$ cat src/rtl/first_pack.sv
// Shared FIFO-side constants and the write arbiter's state encoding.
package first_pack;

   localparam int unsigned FIFO_WIDTH    = 16;
   localparam int unsigned max_fifo_addr = 15;

   typedef enum logic [1:0] {
      StIdle,
      StIssue,
      StResp,
      StRetry
   } arb_state_e;

endpackage

$ cat src/rtl/rr_pick.sv
// Combinational round-robin picker: first asserted req after last_winner, wrapping.
module rr_pick #(
   parameter int unsigned NUM_REQ = 4,
   parameter int unsigned IdxW    = $clog2(NUM_REQ)
) (
   input  logic [NUM_REQ-1:0] req,
   input  logic [IdxW-1:0]    last_winner,
   output logic [IdxW-1:0]    winner,
   output logic               any_req
);

   logic [IdxW-1:0] idx;

   always_comb begin
      winner  = '0;
      any_req = 1'b0;
      idx     = '0;
      for (int unsigned i = 1; i <= NUM_REQ; i++) begin
         idx = IdxW'((32'(last_winner) + i) % NUM_REQ);
         if (!any_req && req[idx]) begin
            any_req = 1'b1;
            winner  = idx;
         end
      end
   end

endmodule

$ cat src/rtl/fifo_wr_arbiter.sv
// Round-robin arbiter sharing one FIFO write port among NUM_REQ producers,
// with overflow-driven retry of the same word and a sticky missing-response error.
module fifo_wr_arbiter #(
   parameter int unsigned NUM_REQ    = 4,
   parameter int unsigned FIFO_WIDTH = first_pack::FIFO_WIDTH
) (
   input  logic                                 clk,
   input  logic                                 rst_n,
   input  logic [NUM_REQ-1:0]                   req,
   input  logic [NUM_REQ-1:0][FIFO_WIDTH-1:0]   req_data,
   output logic [NUM_REQ-1:0]                   gnt,
   output logic                                 wr_en,
   output logic [FIFO_WIDTH-1:0]                data_in,
   input  logic                                 full,
   input  logic                                 wr_ack,
   input  logic                                 overflow,
   output logic [7:0]                           retry_cnt,
   output logic                                 err
);
   import first_pack::*;

   localparam int unsigned IdxW = $clog2(NUM_REQ);

   arb_state_e            state_q, state_d;
   logic [IdxW-1:0]       winner_q, winner_d;
   logic [IdxW-1:0]       last_winner_q, last_winner_d;
   logic [FIFO_WIDTH-1:0] data_q, data_d;
   logic [7:0]            retry_q, retry_d;
   logic                  err_q, err_d;
   logic                  wr_en_q, wr_en_d;
   logic [IdxW-1:0]       pick;
   logic                  any_req;

   rr_pick #(
      .NUM_REQ (NUM_REQ),
      .IdxW    (IdxW)
   ) u_rr_pick (
      .req         (req),
      .last_winner (last_winner_q),
      .winner      (pick),
      .any_req     (any_req)
   );

   always_comb begin
      state_d       = state_q;
      winner_d      = winner_q;
      last_winner_d = last_winner_q;
      data_d        = data_q;
      retry_d       = retry_q;
      err_d         = err_q;
      wr_en_d       = 1'b0;
      gnt           = '0;
      unique case (state_q)
         StIdle: begin
            if (any_req && !full) begin
               winner_d = pick;
               data_d   = req_data[pick];
               wr_en_d  = 1'b1;
               state_d  = StIssue;
            end
         end
         StIssue: state_d = StResp;
         StResp: begin
            // wr_ack takes precedence; a simultaneous overflow is a protocol error
            if (wr_ack) begin
               gnt[winner_q] = 1'b1;
               last_winner_d = winner_q;
               state_d       = StIdle;
               if (overflow) err_d = 1'b1;
            end else if (overflow) begin
               if (retry_q != 8'hFF) retry_d = retry_q + 8'd1;
               state_d = StRetry;
            end else begin
               err_d   = 1'b1;
               state_d = StRetry;
            end
         end
         StRetry: begin
            if (!full) begin
               wr_en_d = 1'b1;
               state_d = StIssue;
            end
         end
         default: state_d = StIdle;
      endcase
   end

   always_ff @(posedge clk or negedge rst_n) begin
      if (!rst_n) begin
         state_q       <= StIdle;
         winner_q      <= '0;
         last_winner_q <= IdxW'(NUM_REQ - 1);
         data_q        <= '0;
         retry_q       <= '0;
         err_q         <= 1'b0;
         wr_en_q       <= 1'b0;
      end else begin
         state_q       <= state_d;
         winner_q      <= winner_d;
         last_winner_q <= last_winner_d;
         data_q        <= data_d;
         retry_q       <= retry_d;
         err_q         <= err_d;
         wr_en_q       <= wr_en_d;
      end
   end

   assign wr_en     = wr_en_q;
   assign data_in   = data_q;
   assign retry_cnt = retry_q;
   assign err       = err_q;

endmodule

$ cat config.mk
export PLATFORM = sky130hd
export DESIGN_NAME = fifo_wr_arbiter
export DESIGN_NICKNAME = d
export VERILOG_FILES = /design/src/rtl/first_pack.sv /design/src/rtl/rr_pick.sv /design/src/rtl/fifo_wr_arbiter.sv
export SDC_FILE = /design/constraint.sdc
export NUM_CORES = 1
export LEC_CHECK = 0
export ABC_AREA = 1
export ABC_CLOCK_PERIOD_IN_PS = 2200
export CAP_MARGIN = 25
export CORE_MARGIN = 2
export CORE_UTILIZATION = 43
export DETAILED_ROUTE_END_ITERATION = 10
export PLACE_DENSITY = 0.81
export SLEW_MARGIN = 5
export SYNTH_ARGS = -nofsm -noshare
export SYNTH_HDL_FRONTEND = slang
export SYNTH_SLANG_ARGS = --single-unit
$ cat constraint.sdc
create_clock -name clk -period 2.2 [get_ports clk]
set_clock_uncertainty 0.15 [all_clocks]
set_input_delay 0.22 -clock clk [delete_from_list [all_inputs] [get_ports clk]]
set_output_delay 0.22 -clock clk [all_outputs]
set_load 0.05 [all_outputs]
==> flow_summary.toml <==
[synth]
post_synth_inst_count = 355
synthDominantCellAreaShare_pct = 31.5
synth_warnings = 0
synth_cell_type_count = 30
synth-seq-area-share_pct = 33.7
synthesized_cell_area_um2 = 2380
postSynthAreaPerCell_um2 = 6.71
synth_largest_area_cell = "sky130_fd_sc_hd__dfrtp_1"
synthesis.nets = 434
ys_seq_elements = 32
synth_top_cells_by_area = "sky130_fd_sc_hd__dfrtp_1, sky130_fd_sc_hd__nand2_1, sky130_fd_sc_hd__nand3_1, sky130_fd_sc_hd__inv_1, sky130_fd_sc_hd__or2_1"

[cts]
tritoncts_clock_tree = "done"
cts_buffers = 5
ctsHoldBuffers = 0
cts.reportedPaths.clkPinSlew_ns = 0.07
cts_root_buf = "sky130_fd_sc_hd__clkbuf_8"
insertion_delay_ns = 0.28
cts.sinks = 32
clock_tree.buffer_depth = 2
htree_levels = 2

[floorplan]
core_region_area_um2 = 5440
number_of_standard_cell_rows_in_the_floorplan = 27
design.die.area_um2 = 6150
chipWidth_um = 78.5
start_util_pct = 43.8
die_y_um = 78.5
ports = 103

[placement]
numPlacedInstances = 527
preCtsSetupSlack_ns = -0.0882
numPortBuffers = 102
detailed_place.area_um2 = 3530
routabilityCongestion = 0.879
place.detailed.hpwl_um = 4840

[global_route]
grt_pass1_vias = 2531
overflow = 0
antenna_found_initial = 0
groute.usage.overall_pct = 21.8
grt_max_degree = 39
wire_length_of_the_first_global_routing_pass_um = 10900

[power]
cellPowerDensity_nw_per_um2 = 1620
power.net_switching_mw = 3.24
power_mw = 6.25
combPwrFrac_pct = 74.4
seqPwrFrac_pct = 16.6
swShare_pct = 51.8
share_clk_of_total_power_pct = 9.0
p_leak_nw = 1.96
cell_internal_pwr_mw = 3.01
ir_drop_mv = 0.863

[setup_path]
critical-path-max-stage-delay_ns = 0.61
path_class = "flip-flop to flip-flop"
rr_endpoint = "data_in[5]"
worst_ep_arrival_time_ns = 2.25
reg2regPathDepth = 14
worst_path_most_repeated_cell = "sky130_fd_sc_hd__nand2_1"
critical_path.max_fanout = 6
r2r_slack_ns = -0.02
worstReg2RegStart = "last_winner_q[0]"
setup.worst_path.end_class = "flip-flop"
cp-start-kind = "flip-flop"
cp_slowest_cell = "sky130_fd_sc_hd__dfstp_2"
critical_path_required_ns = 2.23
timing.critical_path.cells = "clkinv_4 > nand2_1 > nand2_2 > nand2_2 > nand2_2 > nor2_4 > nand3_4 > nand3_4 > buf_2 > nand2_1 > nand3_1 > nand2_1 > nand2_1 > nand2_1"

[timing]
finalSetupViolCount = 3
slew_headroom_pct = 64.3
report.final.hold_viol_count = 0
period_share_pct = 101
final_critical_path_setup_slack_ns = -0.0197
drv_slew = 0
fin_crit_ns = 2.22
rsz0062_at_grt = "yes"
timing_worst_slew_pin_value_ns = 0.534
finalHoldWorstSlack_ns = 0.178
fmax_mhz = 451
totalNegativeSetupSlack_ns = -0.0423

[status]
failed_checks = "negative setup slack"
outcome = "complete, but fails checks"

[drt]
detail_route.drc_violations = 0
firstDrtPassIters = 4
wire_per_inst_um = 12.6
detail_routed_via_count_per_cell = 4.86
detail-route-antenna-nets = 0
dr_total_vias = 2650
drt-initial-drc-count = 105
drt-total-wl_um = 6860

[final_layout]
flow.area_growth_from_synthesis_pct = 62.1
nNetsFinal = 551
final_cells = 545
most_common_cell_after_layout_fill_and_taps_aside = "sky130_fd_sc_hd__nand2_1"
finalInstanceArea_um2 = 3860
insertedDiodeCount = 0
final_cell_mix = "sky130_fd_sc_hd__nand2_1, sky130_fd_sc_hd__clkdlybuf4s50_1, sky130_fd_sc_hd__nand3_1, sky130_fd_sc_hd__inv_1, sky130_fd_sc_hd__dfrtp_1"
layout_cell_share_with_drive_strength_beyond_1_pct = 15.6
finalCoreUtilization_pct = 71.0
n_fill_cell = 453

[hold_path]
min_path_type = "input pin to async pin"

[flow_run]
max_cap_violations = 0
state kept, by name, summed over array words and instances, names as in the netlist:
name and cells:
wr_en 1, winner_q 2, retry_cnt 8, data_in 16, state_q 2, last_winner_q 2, err 1
critical path: cells and delay by family (launching register included):
family	cells	cell delay, ns
buffers and inverters	2	0.28
AND/OR/NAND/NOR	12	1.07
flip-flops	1	0.61
layout make-up:
type / count / area (um2) / share of cell area [%]
clock inverters: 2 / 35.0 / 0.907
clock buffers: 6 / 72.6 / 1.88
flip-flops and latches: 32 / 803 / 20.8
multi-input cells: 253 / 1380 / 35.8
inverters: 60 / 230 / 5.96
well taps: 72 / 90.1 / 2.33
repair buffers: 120 / 1250 / 32.4
what timing repair did:
| item | CTS | global route |
|---|---|---|
| endpoints found under the setup margin | 11 | 22 |
| gates cloned | 0 | 4 |
| resized for setup | 1 | 43 |
| endpoints found under the hold margin | 0 | 0 |
| setup buffers | 1 | 5 |
| pin swaps | 0 | 5 |
worst max path at each step:
stage	from	slack, ns	endpoint	cells after the start
after floorplan	state_q[0]	-0.01	gnt[0]	4
after global placement	req[3]	0.002	data_in[3]	12
after detailed placement	req[2]	-0.09	data_in[6]	12
after CTS	last_winner_q[0]	0.005	data_in[6]	13
after global routing	last_winner_q[0]	-0.15	data_in[12]	13
final	last_winner_q[0]	-0.02	data_in[5]	14
kinds of logic (layout without fill, tap and decap cells):
family | after synthesis | in the layout | synth area share (%)
adders and majority gates | 6 | 6 | 3.15
DFF | 32 | 32 | 33.7
AOI/OAI and AO/OA | 16 | 16 | 4.20
and+or+nand+nor | 222 | 224 | 42.9
xor gates and xnor gates | 7 | 7 | 2.57
buffers and inverters | 72 | 188 | 13.4
metal layers:
layer	global-route usage (%)	share of wire (%)	routed length, um
met5	0	0	0
met4	6.84	1.6	113
met3	4.25	6.8	468
met2	38.4	49	3380
met1	26.8	42	2900
power by group through the flow:
| stage | Sequential (mW) | Clock [mW] | Combinational (mW) |
|---|---|---|---|
| 6_report | 1.04 | 0.562 | 4.65 |
| 3_3_place_gp | 1.04 | 0 | 3.89 |
| 2_1_floorplan | 1.63 | 0 | 2.39 |
| 5_1_grt | 1.07 | 0.602 | 5.11 |
| 4_1_cts | 1.04 | 0.576 | 4.02 |
| 3_5_place_dp | 1.05 | 0 | 3.98 |
cell usage after synthesis (all sizes together):
master  instances
buf            12
o211ai          1
a31oi           1
nand3          62
xor2            3
a21o            2
nor3            3
dfstp           2
ha              6
xnor2           4
nand4           2
dfrtp          30
a21oi           5
or2            16
nand2         133
inv            60
o21ai           7
nor2            6
No activity file was read; power rests on OpenSTA's default activity.
